[src/rtl/word_packer_if.sv]
// Handshake bundle for word_packer: narrow beat input side, wide word output side
// and the flush request. slave = the packer, master = whatever drives it.
interface word_packer_if #(
  parameter int IN_W  = 8,
  parameter int RATIO = 4
) ();
  logic                  valid_data_in;
  logic [IN_W-1:0]       data_in;
  logic                  ready_out;
  logic                  flush_in;
  logic                  valid_data_out;
  logic [IN_W*RATIO-1:0] data_out;
  logic [RATIO-1:0]      keep_out;
  logic                  ready_in;

  // Valid/ready: a transfer happens on a rising edge where both are high;
  // valid holds its payload stable until it is taken, ready may change freely.
  modport slave (
    input  valid_data_in, data_in, flush_in, ready_in,
    output ready_out, valid_data_out, data_out, keep_out
  );

  modport master (
    output valid_data_in, data_in, flush_in, ready_in,
    input  ready_out, valid_data_out, data_out, keep_out
  );
endinterface

[src/rtl/word_packer.sv]
// Packs RATIO narrow beats into one wide word with selectable lane order,
// ready/valid on both sides and a flush that emits partial words with a keep mask.
module word_packer #(
  parameter int IN_W      = 8,
  parameter int RATIO     = 4,
  parameter int LSB_FIRST = 1
) (
  input  logic         clk_in,
  input  logic         rst_in,
  word_packer_if.slave bus
);
  localparam int W  = IN_W * RATIO;
  localparam int CW = $clog2(RATIO);

  logic [W-1:0]     acc_q, acc_d;
  logic [RATIO-1:0] lane_keep_q, lane_keep_d;
  logic [CW-1:0]    cnt_q, cnt_d;
  logic             flush_pend_q, flush_pend_d;
  logic             out_valid_q, out_valid_d;
  logic [W-1:0]     out_data_q, out_data_d;
  logic [RATIO-1:0] out_keep_q, out_keep_d;

  logic             ready;
  logic             accept;
  logic             last_beat;
  logic             flush_req;
  logic             emit;
  int               lane;
  logic [W-1:0]     acc_n;
  logic [RATIO-1:0] keep_n;

  assign ready              = !out_valid_q || bus.ready_in;
  assign bus.ready_out      = ready;
  assign bus.valid_data_out = out_valid_q;
  assign bus.data_out       = out_data_q;
  assign bus.keep_out       = out_keep_q;

  always_comb begin
    accept    = bus.valid_data_in && ready;
    lane      = (LSB_FIRST != 0) ? int'(cnt_q) : (RATIO - 1 - int'(cnt_q));
    acc_n     = acc_q;
    keep_n    = lane_keep_q;
    for (int i = 0; i < RATIO; i++) begin
      if (accept && (i == lane)) begin
        acc_n[i*IN_W +: IN_W] = bus.data_in;
        keep_n[i]             = 1'b1;
      end
    end
    last_beat = accept && (cnt_q == CW'(RATIO - 1));
    flush_req = bus.flush_in || flush_pend_q;
    // The beat of this cycle is packed before a flush is considered, so a
    // flush alongside a beat always carries that beat out.
    emit      = last_beat || (flush_req && ready && (keep_n != '0));
  end

  always_comb begin
    acc_d        = acc_n;
    lane_keep_d  = keep_n;
    cnt_d        = accept ? cnt_q + CW'(1) : cnt_q;
    flush_pend_d = flush_req && !ready;
    out_valid_d  = out_valid_q;
    out_data_d   = out_data_q;
    out_keep_d   = out_keep_q;
    if (out_valid_q && bus.ready_in) begin
      out_valid_d = 1'b0;
    end
    if (emit) begin
      // Lanes are cleared per word, so unfilled lanes of a partial are already 0.
      out_valid_d = 1'b1;
      out_data_d  = acc_n;
      out_keep_d  = keep_n;
      acc_d       = '0;
      lane_keep_d = '0;
      cnt_d       = '0;
    end
  end

  always_ff @(posedge clk_in or posedge rst_in) begin
    if (rst_in) begin
      acc_q        <= '0;
      lane_keep_q  <= '0;
      cnt_q        <= '0;
      flush_pend_q <= 1'b0;
      out_valid_q  <= 1'b0;
      out_data_q   <= '0;
      out_keep_q   <= '0;
    end else begin
      acc_q        <= acc_d;
      lane_keep_q  <= lane_keep_d;
      cnt_q        <= cnt_d;
      flush_pend_q <= flush_pend_d;
      out_valid_q  <= out_valid_d;
      out_data_q   <= out_data_d;
      out_keep_q   <= out_keep_d;
    end
  end
endmodule

[src/flat_wrapper.sv]
// flat-port wrapper written by rule: the top's interface ports become plain ports
module word_packer_flat 
#(
  parameter int IN_W      = 8,
  parameter int RATIO     = 4,
  parameter int LSB_FIRST = 1
)
  (clk_in, rst_in, bus_valid_data_in, bus_data_in, bus_flush_in, bus_ready_in, bus_ready_out, bus_valid_data_out, bus_data_out, bus_keep_out);
  word_packer_if #(.IN_W(IN_W), .RATIO(RATIO)) bus_i ();
  input  logic clk_in;
  input  logic rst_in;
  input wire logic [$bits(bus_i.valid_data_in)-1:0] bus_valid_data_in;
  input wire logic [$bits(bus_i.data_in)-1:0] bus_data_in;
  input wire logic [$bits(bus_i.flush_in)-1:0] bus_flush_in;
  input wire logic [$bits(bus_i.ready_in)-1:0] bus_ready_in;
  output wire logic [$bits(bus_i.ready_out)-1:0] bus_ready_out;
  output wire logic [$bits(bus_i.valid_data_out)-1:0] bus_valid_data_out;
  output wire logic [$bits(bus_i.data_out)-1:0] bus_data_out;
  output wire logic [$bits(bus_i.keep_out)-1:0] bus_keep_out;
  assign bus_i.valid_data_in = bus_valid_data_in;
  assign bus_i.data_in = bus_data_in;
  assign bus_i.flush_in = bus_flush_in;
  assign bus_i.ready_in = bus_ready_in;
  assign bus_ready_out = bus_i.ready_out;
  assign bus_valid_data_out = bus_i.valid_data_out;
  assign bus_data_out = bus_i.data_out;
  assign bus_keep_out = bus_i.keep_out;
  word_packer #(.IN_W(IN_W), .RATIO(RATIO), .LSB_FIRST(LSB_FIRST)) u_core (.clk_in(clk_in), .rst_in(rst_in), .bus(bus_i));
endmodule
[config.mk]
export PLATFORM = sky130hd
export DESIGN_NAME = word_packer_flat
export DESIGN_NICKNAME = d
export VERILOG_FILES = /design/src/rtl/word_packer_if.sv /design/src/rtl/word_packer.sv /design/src/flat_wrapper.sv
export SDC_FILE = /design/constraint.sdc
export NUM_CORES = 1
export LEC_CHECK = 0
export ABC_AREA = 1
export BUFFER_PORTS_ARGS = -buffer_cell sky130_fd_sc_hd__clkbuf_2
export CAP_MARGIN = 20
export CORE_UTILIZATION = 40
export DETAILED_ROUTE_END_ITERATION = 12
export PLACE_DENSITY = 0.7
export SYNTH_ARGS = -nofsm -noshare
export SYNTH_HDL_FRONTEND = slang
export SYNTH_SLANG_ARGS = --single-unit
[constraint.sdc]
create_clock -name clk_in -period 2.1 [get_ports clk_in]
set_input_delay 0.105 -clock clk_in [delete_from_list [all_inputs] [get_ports clk_in]]
set_output_delay 0.105 -clock clk_in [all_outputs]
set_load 0.1 [all_outputs]
**Yosys cells after proc, flatten, opt, wreduce, memory -nomap -nowiden**

Index checks and enable logic that the tools add are counted.

- Add/sub/neg operators: 1
- Equal/unequal tests: 4
- Multiplexer cells: 14
- Reduce and logical (&&, ||, !) cells: 19

Operators by type and width:

| kind | count |
|---|---|
| 32-bit two-way mux | 1 |
| 8-bit two-way mux | 4 |
| 1-bit logical AND | 10 |
| 1-bit two-way mux | 6 |
| 2-bit == test, first input constant | 2 |
| 2-bit two-way mux | 2 |
| 4-bit two-way mux | 1 |
| 2-bit nonzero test | 2 |
| 4-bit nonzero test | 1 |
| 1-bit logical OR | 3 |
| 2-bit by 1-bit adder with 2-bit output, second input constant | 1 |
| 1-bit by 2-bit == test with 1-bit output, first input constant | 1 |
| 2-bit == test, second input constant | 1 |
| 1-bit logical NOT | 2 |
| 2-bit logical NOT | 1 |

- Flip-flop bits (word level): 76
- Logic and storage cells: 45

**Logic depth before layout (Yosys ltp)**

- Word-level depth: 9
- Gate-level depth with buffers: 11
- Mapped depth without buffers: 10

**Worst setup path before layout**

Ideal clock, no wire load.

- Kind: flip-flop to flip-flop
- Start point: register u_core.out_valid_q, in the netlist u_core.bus.valid_data_out
- End point: register u_core.out_data_q[24], in the netlist u_core.bus.data_out[24]
- Library setup time: 121 ps
- Arrival: 2307 ps
- Required time: 1979 ps
- Path slack: -328 ps
- Stages on the path, launching flop included: 11
- Clock period less this slack: 2428 ps
- Cell sequence: dfrtp_1 -> nand2_4 -> nand3_2 -> nand2_1 -> nor2_1 -> nand2_1 -> nand2_2 -> nand2_2 -> buf_2 -> nand2_1 -> nand2_1

- Word-level cells in the longest chain between the ends: 8

Ends and longest elaborated chain:

| element | RTL line | RTL |
|---|---|---|
| start, declared | word_packer.sv:19 | `logic out_valid_q, out_valid_d;` |
| start signal, assigned | word_packer.sv:92 | `out_valid_q <= out_valid_d;` |
| 1-bit logical NOT (*) | word_packer.sv:32 | `assign ready = !out_valid_q \|\| bus.ready_in;` |
| 1-bit logical OR (*) | word_packer.sv:32 |  |
| net bus_ready_out | flat_wrapper.sv:16 | `output wire logic [$bits(bus_i.ready_out)-1:0] bus_ready_out;` |
| 1-bit logical AND | word_packer.sv:39 | `accept = bus.valid_data_in && ready;` |
| 1-bit logical AND | word_packer.sv:44 | `if (accept && (i == lane)) begin` |
| 1-bit two-way mux | word_packer.sv:44 |  |
| 4-bit nonzero test | word_packer.sv:53 | `emit = last_beat \|\| (flush_req && ready && (keep_n != '0));` |
| 1-bit logical AND | word_packer.sv:53 |  |
| 1-bit logical OR | word_packer.sv:53 |  |
| end signal, assigned | word_packer.sv:93 | `out_data_q <= out_data_d;` |
| end, declared | word_packer.sv:20 | `logic [W-1:0] out_data_q, out_data_d;` |

The timed path passes the listed nets; every way through them passes the cells marked *.
A chain may end at the register's enable or synchronous reset.

**Worst setup path in the final report**

- Start point: register u_core.cnt_q[0]
- End point: register u_core.out_data_q[24], in the netlist u_core.bus.data_out[24]

- Word-level cells in the longest chain between the ends: 6

Ends and longest elaborated chain:

| element | RTL line | RTL |
|---|---|---|
| start, declared | word_packer.sv:17 | `logic [CW-1:0] cnt_q, cnt_d;` |
| start signal, assigned | word_packer.sv:90 | `cnt_q <= cnt_d;` |
| 2-bit == test, or another cell as far along | word_packer.sv:44 |  |
| 1-bit logical AND | word_packer.sv:44 |  |
| 1-bit two-way mux | word_packer.sv:44 |  |
| 4-bit nonzero test | word_packer.sv:53 |  |
| 1-bit logical AND | word_packer.sv:53 |  |
| 1-bit logical OR | word_packer.sv:53 |  |

Parallel ways exist; a longest one is shown, timed or not.

==> flow_summary.toml <==
[outcome]
status = "finished clean"

[clock_network]
cts.clk_slew.worst_paths_ns = 0.07
postCtsHoldBufs = 1
clockRootBuffer = "clkbuf_8"
post_cts_buffers = 0
clock-sinks = 76
tritoncts = "yes"
cts_max_level = 3
ctsResizeCount = 0
numCtsBuffers = 9
cts_buffer_depth = 2
clk_latency_ns = 0.35

[hold_path]
hold_path.class = "primary input to flop"
hold_depth = 3

[sta]
finClkSkew_ns = 0.0103
period_share_pct = 82.8
max-slew-margin-rel_pct = 63.8
fin_setup_tns_ns = 0
finalHoldViolations = 0
setup_viol = 0
worstMarginPinSlew_ns = 0.545
slew_violations = 0
fmax_mhz = 575
post-route-min-period_ns = 1.74
grt_setup_unrepaired = "false"

[detailed_routing]
viasPerCell = 4.59
wl_per_cell_um = 12.7
routed_wirelength_mm = 6.92
drt_iter0_drc = 146
wl_met2_mm = 3.36
maxUsedRoutingLayer = "met4"
num_vias = 2504
first_pass_iters = 4
ant_nets = 0
m1WireLength_mm = 3.24
dr_wl_met3_um = 237
route.detailed.drc = 0

[synth]
yosys_warnings = 0
yosysTopAreaCell = "dfrtp_1"
synth_nets = 403
syn_inst = 386
synth.avg_cell_area_sq_um = 8.44
synth_area_leaders = "dfrtp_1, nand2_1, nand3_1"
synth_cell_types = 17
syn_area_sq_um = 3260
ys_seq_area_share_pct = 58.3
synth-seq-cells = 76
synth.top_cell.area_share_pct = 58.3

[worst_setup_path]
critical_path_class = "flop to flop"
cpMaxStageDelayCell = "dfrtp_1"
start_kind = "flop"
cp_common_cell = "nand2_1"
end_kind = "flop"
max_stage_delay_ns = 0.41
rrSetupSlack_ns = 0.36
required_ns = 2.39
worstPathArrival_ns = 2.03
path_cells = "inv_1 > ha_1 > nand3_2 > nand2_1 > nor2_1 > nand2_1 > nand2_2 > nand2_2 > buf_4 > nand2_1 > nand2_1"
r2r-start = "u_core.cnt_q[0]"
reg2reg_to = "u_core.bus.data_out[24]"
critPathLaunch = "u_core.cnt_q[0]"
cp-endpoint = "u_core.bus.data_out[24]"
crit_fanout = 40
reg2regPathDepth = 11

[grt]
antenna_found_initial = 0
grt.overflow.total = 0
grt_max_degree = 77
grtUsageTotal_pct = 18.2
grt_pass1_wl_mm = 11.7
grt_pass1_vias = 2341

[floorplanning]
io_pins = 51
core_area_sq_um = 7810
rows = 32
die-area_sq_um = 8510
start_util_pct = 41.7
floorplan.die.height_um = 92.3
die_w_um = 92.3

[placement]
hpwl_mm = 4.53
port_buffers = 50
dp_cells = 528
routabilityCongestion = 0.780

[final_layout]
diodes = 0
final_cell_count_no_fill = 545
area_growth_pct = 18.1
drive_above_1_share_pct = 19.2
nets = 455

[flow_run]
cap_violations = 0
## cell usage in the layout (no fill, tap or decap), types with 2 or more instances in the layout
master,count
nand2_1,112
dfrtp_1,75
inv_1,51
clkbuf_2,50
nand3_1,39
nor2_1,37
o21ai_0,32
clkbuf_8,11
buf_4,9
a21oi_1,4
ha_1,4
nand3_2,3
inv_2,2
nand2_2,2
nand4_1,2
clkinv_2,2
## synth_stat cells
| cell | number |
|---|---|
| a21oi_1 | 4 |
| buf_1 | 1 |
| buf_2 | 12 |
| clkbuf_1 | 7 |
| dfrtp_1 | 76 |
| ha_1 | 4 |
| inv_1 | 52 |
| inv_2 | 1 |
| nand2_1 | 112 |
| nand2_2 | 2 |
| nand2_4 | 1 |
| nand3_1 | 39 |
| nand3_2 | 3 |
| nand3_4 | 1 |
| nand4_1 | 2 |
| nor2_1 | 37 |
| o21ai_0 | 32 |
## worst min path at each step
stage            startpoint                endpoint
2_1_floorplan  bus_flush_in     u_core.flush_pend_q
3_3_place_gp         rst_in        u_core.acc_q[11]
3_5_place_dp         rst_in  u_core.bus.data_out[9]
6_report       bus_flush_in     u_core.flush_pend_q
4_1_cts        bus_flush_in     u_core.flush_pend_q
5_1_grt        bus_flush_in     u_core.flush_pend_q
## layout make-up
cell class	count	area (sq um)
Tap cell	102	128
Clock buffer	12	155
Inverter	53	199
Timing Repair Buffer	61	348
Multi-Input combinational cell	237	1070
Fill cell	773	3960
Clock inverter	4	47.5
Sequential cell	76	1900
## state kept, by name, indices dropped and copies added, names as in the netlist
name / count
u_core.acc_q: 32
u_core.bus.data_out: 32
u_core.bus.keep_out: 4
u_core.bus.valid_data_out: 1
u_core.cnt_q: 2
u_core.flush_pend_q: 1
u_core.lane_keep_q: 4
## worst max-delay path, delay by kind of cell (launching register included)
family / cells / cell delay [ns]
buffers and inverters: 2 / 0.47
adder cells (fa/ha/maj): 1 / 0.17
AND/OR/NAND/NOR: 8 / 0.64
flip-flops: 1 / 0.41
## logic make-up (layout without fill, tap and decap cells)
logic type	Yosys count	count (layout)	synth area share, %
DFF	76	76	58.3
and+or+nand+nor	197	197	25.7
buffers and inverters	73	130	8.87
AOI/OAI and AO/OA	36	36	5.53
adders and majority gates	4	4	1.54
## layer usage
metal / track usage [%] / vias to the layer above
met3: 5.80 / 6
met4: 4.69 / 0
met2: 28.4 / 44
met5: 0 / -
li1: - / 1281
met1: 24.5 / 1173
## metrics by stage
| stage | hold WS [ns] | cell area [sq um] | setup slack (ns) | utilization, % |
|---|---|---|---|---|
| after floorplan | 0.254 | 3260 | -0.114 | - |
| after global placement | 0.210 | 3640 | 0.423 | 46.6 |
| after detailed placement | 0.214 | 3640 | 0.371 | 46.6 |
| after CTS | 0.00533 | 3850 | 0.352 | 49.3 |
| after global routing | 0.0321 | 3850 | 0.155 | 49.3 |
| final | 0.0124 | 3850 | 0.361 | 49.3 |
Power is not shown: default switching activity piles up to over one toggle a cycle in this logic, so the estimate is an artifact.
